## src/rtl/calculator_pkg.sv

```systemverilog
// Shared calculator types and helpers: converter state encoding, digit sizing,
// and the reference binary-to-BCD conversion used by benches.
package calculator_pkg;

    typedef enum logic [1:0] {IDLE, SHIFT, DONE} bcd_state_t;

    // ceil(bits * log10(2)) in fixed point; log10(2) ~= 0.30103
    function automatic int digits_for_bits(int bits);
        longint scaled;
        scaled = longint'(bits) * 64'sd30103;
        return int'((scaled + 64'sd99999) / 64'sd100000);
    endfunction

    function automatic logic [127:0] bin_to_bcd(input longint unsigned value, input int digits);
        logic [127:0] res;
        longint unsigned v;
        res = '0;
        v   = value;
        for (int i = 0; i < digits && i < 32; i++) begin
            res[4*i +: 4] = 4'(v % 64'd10);
            v             = v / 64'd10;
        end
        return res;
    endfunction

endpackage

```

## src/rtl/bcd_digit_adj.sv

```systemverilog
// Double-dabble correction cell: a BCD digit of 5 or more gets +3 before the shift.
module bcd_digit_adj (
    input  logic [3:0] digit,
    output logic [3:0] adjusted
);

    assign adjusted = (digit >= 4'd5) ? digit + 4'd3 : digit;

endmodule

```

## src/rtl/bcd_converter.sv

```systemverilog
// Iterative binary-to-BCD converter, one double-dabble step per clock, with
// valid/ready handshakes and optional sign/magnitude handling.
//
//   state | meaning
//   IDLE  | in_ready high, waiting for an operand
//   SHIFT | one adjust+shift step per cycle, BITS steps total
//   DONE  | out_valid high, result held until out_ready
module bcd_converter
    import calculator_pkg::*;
#(
    parameter int BITS   = 32,
    parameter int DIGITS = 10,
    parameter bit SIGNED = 1'b0
) (
    input  logic                  clk,
    input  logic                  rst_n,
    input  logic                  in_valid,
    output logic                  in_ready,
    input  logic [BITS-1:0]       in_data,
    output logic                  out_valid,
    input  logic                  out_ready,
    output logic [DIGITS*4-1:0]   out_bcd,
    output logic                  out_sign,
    output logic                  out_overflow
);

    localparam int CNT_W = $clog2(BITS + 1);
    localparam int ACC_W = 4 * DIGITS;

    bcd_state_t        state, state_next;
    logic [BITS-1:0]   operand;
    logic [ACC_W-1:0]  acc, acc_adj;
    logic [CNT_W-1:0]  cnt;
    logic              sign, overflow;

    for (genvar g = 0; g < DIGITS; g++) begin : g_adj
        bcd_digit_adj u_adj (
            .digit    (acc[4*g +: 4]),
            .adjusted (acc_adj[4*g +: 4])
        );
    end

    always_ff @(posedge clk or negedge rst_n) begin
        if (!rst_n) state <= IDLE;
        else        state <= state_next;
    end

    always_comb begin
        state_next = state;
        case (state)
            IDLE:    if (in_valid)             state_next = SHIFT;
            SHIFT:   if (cnt == CNT_W'(1))     state_next = DONE;
            DONE:    if (out_ready)            state_next = IDLE;
            default:                           state_next = IDLE;
        endcase
    end

    always_ff @(posedge clk or negedge rst_n) begin
        if (!rst_n) begin
            operand  <= '0;
            acc      <= '0;
            cnt      <= '0;
            sign     <= 1'b0;
            overflow <= 1'b0;
        end else begin
            case (state)
                IDLE: begin
                    if (in_valid) begin
                        // Negation of the most negative value yields 2^(BITS-1), still correct unsigned.
                        if (SIGNED && in_data[BITS-1]) begin
                            operand <= -in_data;
                            sign    <= 1'b1;
                        end else begin
                            operand <= in_data;
                            sign    <= 1'b0;
                        end
                        acc      <= '0;
                        overflow <= 1'b0;
                        cnt      <= CNT_W'(BITS);
                    end
                end
                SHIFT: begin
                    acc      <= {acc_adj[ACC_W-2:0], operand[BITS-1]};
                    operand  <= {operand[BITS-2:0], 1'b0};
                    overflow <= overflow | acc_adj[ACC_W-1];
                    cnt      <= cnt - CNT_W'(1);
                end
                default: begin
                end
            endcase
        end
    end

    assign in_ready     = (state == IDLE);
    assign out_valid    = (state == DONE);
    assign out_bcd      = acc;
    assign out_sign     = sign;
    assign out_overflow = overflow;

endmodule

```

## config.mk

```make
export PLATFORM = sky130hd
export DESIGN_NAME = bcd_converter
export DESIGN_NICKNAME = d
export VERILOG_FILES = /design/src/rtl/calculator_pkg.sv /design/src/rtl/bcd_digit_adj.sv /design/src/rtl/bcd_converter.sv
export SDC_FILE = /design/constraint.sdc
export NUM_CORES = 1
export LEC_CHECK = 0
export ABC_AREA = 1
export CORE_UTILIZATION = 45
export CTS_CLUSTER_SIZE = 12
export DETAILED_ROUTE_END_ITERATION = 10
export GPL_ROUTABILITY_DRIVEN = 0
export PLACE_DENSITY = 0.76
export SYNTH_ARGS = -nofsm -noshare
export SYNTH_HDL_FRONTEND = slang
export SYNTH_SLANG_ARGS = --single-unit
export TNS_END_PERCENT = 20
```

## constraint.sdc

```tcl
create_clock -name clk -period 1.3 [get_ports clk]
set_input_delay 0.26 -clock clk [delete_from_list [all_inputs] [get_ports clk]]
set_output_delay 0.26 -clock clk [all_outputs]
set_load 0.01 [all_outputs]
```

==> metrics.md <==
| Metric | Value |
|---|---|
| Status | finished with violations |
| Failing checks | setup timing |
| Average wire per standard cell | 14.7 µm |
| Nets | between 700 and 800 |
| Worst Reg-to-Reg Cells | 8 |
| Vias per std cell | approximately 5.2 |
| Later-pin clock latency in the skew report | 0.35 ns |
| Synth area leader | dfrtp_1 |
| Critical path arrival | 1.65 ns |
| Number of synthesized flops with an enable pin | 0 |
| Die Ht | ~100 µm |
| Final Total Pwr | around 16000 µW |
| Num CTS Buffers | 9 |
| Hpwl dp | around 7400 µm |
| Overflow after GRT | 0 |
| Post-Synth Simple-Gate Area | 34.7% |
| Ys Warns | 0 |
| Synth-to-layout area growth | 45.1% |
| Final WL | ~12000 µm |
| Port Buffers | 78 |
| Area of the multi-input gates | approximately 2400 µm² |
| Final min period | around 1.4 ns |
| Placed cells | approximately 780 |
| Dominant combinational cell family by area after synthesis | simple AND/OR/NAND/NOR gates |
| Met2 WL | 6490 µm |
| R2R Setup Slk | -0.12 ns |
| Setup violations, final | 76 |
| Setup ws final | -0.123 ns |
| Post-synthesis sequential area ratio | 45.8% |
| XOR/XNOR Fraction of Synth Area | 0.198% |
| Max-cap violations | 0 |
| ANT cells | 0 |
| Power per Cell Area | around 2500 nW/µm² |
| Crit path required time | 1.52 ns |
| Clock Skew | about 0.015 ns |
| WL met1 | approximately 5000 µm |
| First-pass GRT wire length | approximately 18000 µm |
| H-Tree Depth | 3 |
| Fmax | approximately 700 MHz |
| TritonRoute pass-1 iters | 4 |
| Post-synthesis sequential element count | 81 |
| CTS tree | built |
| Core Region | ~9400 µm² |
| Seq. cell area | 2030 µm² |
| VDD IR max | between 1 and 1.5 mV |
| FP Rows | 35 |
| DP Worst Slack | -0.325 ns |
| Synth Cell Area | around 4400 µm² |
| WHS | between 0.3 and 0.4 ns |
| DR DRC count | 0 |
| Via count | 4319 |
| Critical path start-end classification | register to register |
| P_leak | around 0.0033 µW |
| Hold WC Path Type | input port to async pin |
| Most common cell in the netlist | nand2_1 |
| Iteration-0 DRC Markers | between 150 and 200 |
| Fin util | about 69% |
| Antenna violations before repair | 0 |
| Final cell count without fillers | 829 |
| Largest cells by area after synthesis | dfrtp_1 46%, nand2_1 21%, nand3_1 8.5%, ha_1 6.2%, inv_1 4.2% |
| CTS sink cnt | slightly above 80 |
| DRT antenna net count | 0 |
| Reg clk slew, reported paths | about 0.09 ns |
| RSZ-0062 raised after global routing | yes |
| Synth top cells by count | 243 x nand2_1, 81 x dfrtp_1, 75 x nand3_1, 49 x inv_1, 29 x nand4_1 |
| Critical path peak fanout | 8 |
| Total track usage | between 20 and 25% |
| Ports | 80 |
| Largest net degree at the start of global routing | 61 |
| Mux contribution to synthesized area | 0% |
| Die width | about 100 µm |
| Starting Density | a little under half |
| Die footprint | approximately 10000 µm² |
| Metal3 WL | around 600 µm |
| Synthesized net count | about 620 |
| Vias in the first global route | between 4000 and 5000 |
| Synth Flop Type | dfrtp_1 |
| Layout cell share with drive strength beyond 1 | about 28% |
| Tcrit/Tclk final | 109% |
| Fillers | about 730 |
| Count of final max-slew check failures | 0 |
| CTS Root Buffer Type | clkbuf_8 |
| Post-Synth Adder-Cell Area | under 10% |
| Syn avg cell area | around 8 µm² |
| DR top layer | met4 |
| Fraction of registers with async set or reset after synthesis | 100% |
| Area share of the largest cell type after synthesis | a little under half |
| Mapped Cells | between 500 and 600 |
| Final hold vios | 0 |
| Worst setup EP type | register |
| Compound-Gate Fraction of Synth Area | roughly 3.7% |
| Distinct cell type count after synthesis | 24 |
| CTS max path bufs | 2 |
| Crit path launch type | register |
==> cell families (layout without fill, tap and decap cells) <==
| logic type | after synthesis | in the layout |
|---|---|---|
| compound gates | 29 | 29 |
| xor+xnor | 1 | 1 |
| fa+ha+maj | 22 | 22 |
| buf+inv | 72 | 207 |
| flops | 81 | 81 |
| other cells | 1 | 1 |
| simple gates | 359 | 359 |
==> placed cells by master (no fill, tap or decap), drive strengths merged, types with 22 or more instances in the layout <==
master | synthesis | layout
buf | 19 | 58
clkbuf | 0 | 23
clkdlybuf4s15 | 0 | 31
clkdlybuf4s50 | 0 | 34
dfrtp | 81 | 81
ha | 22 | 22
inv | 53 | 54
nand2 | 246 | 246
nand3 | 75 | 75
nand4 | 29 | 29
==> state kept, by name (all words and copies together) (netlist names) <==
signal and cells:
state 2, out_overflow 1, out_bcd 40, operand 32, cnt 6
==> routing by layer <==
metal,global-route usage (%),vias to the layer above
li1,-,2095
met1,26.5,2088
met2,39.5,124
met3,4.07,12
met4,7.25,0
met5,0,-
==> metrics by stage <==
stage / instance area, µm² / TNS, ns
2_1_floorplan: 4430 / 0
3_3_place_gp: 5430 / -16.78
3_5_place_dp: 5430 / -18.52
4_1_cts: 5850 / -0.331
5_1_grt: 6420 / -8.43
6_report: 6420 / -4.92
==> worst paths after layout <==
| path | to | startpoint |
|---|---|---|
| min in group clk | operand[0] | in_data[0] |
| setup reg to reg | out_bcd[39] | state[1] |
| hold reg to reg | operand[0] | operand[0] |
| hold / removal | out_bcd[18] | rst_n |
| max in group asynchronous | operand[2] | rst_n |
| setup / recovery | out_bcd[39] | state[1] |
==> power by group <==
part | switching [µW] | internal [µW] | leakage (µW)
registers | 763 | 3700 | 0.00101
clock network | 955 | 987 | 0.000102
logic | 5490 | 4450 | 0.00219
==> final cells by class <==
type	count	share of cell area [%]
clock buffer	11	2.36
clock inverter	4	0.799
inverter	53	3.62
multi-input combinational	412	36.8
sequential	81	31.6
tap	129	2.51
timing repair buffer	138	22.1
timing repair inverter	1	0.136
==> what timing repair did <==
item	4_1_cts	5_1_grt
setup buffers	20	4
gates cloned	0	8
pin swaps	3	40
gates resized for setup	95	133
setup endpoints to repair	114	100
hold buffers	1	0
hold endpoints to repair	21	0
==> critical path, cell delays in order (launching register included) <==
cell,delay [ns]
dfrtp_1,0.44
inv_2,0.07
buf_6,0.13
nand2_8,0.09
buf_8,0.14
clkinv_8,0.10
clkbuf_16,0.18
nand3_2,0.06
o21ai_1,0.07
Power figures use the tool's default switching activity.
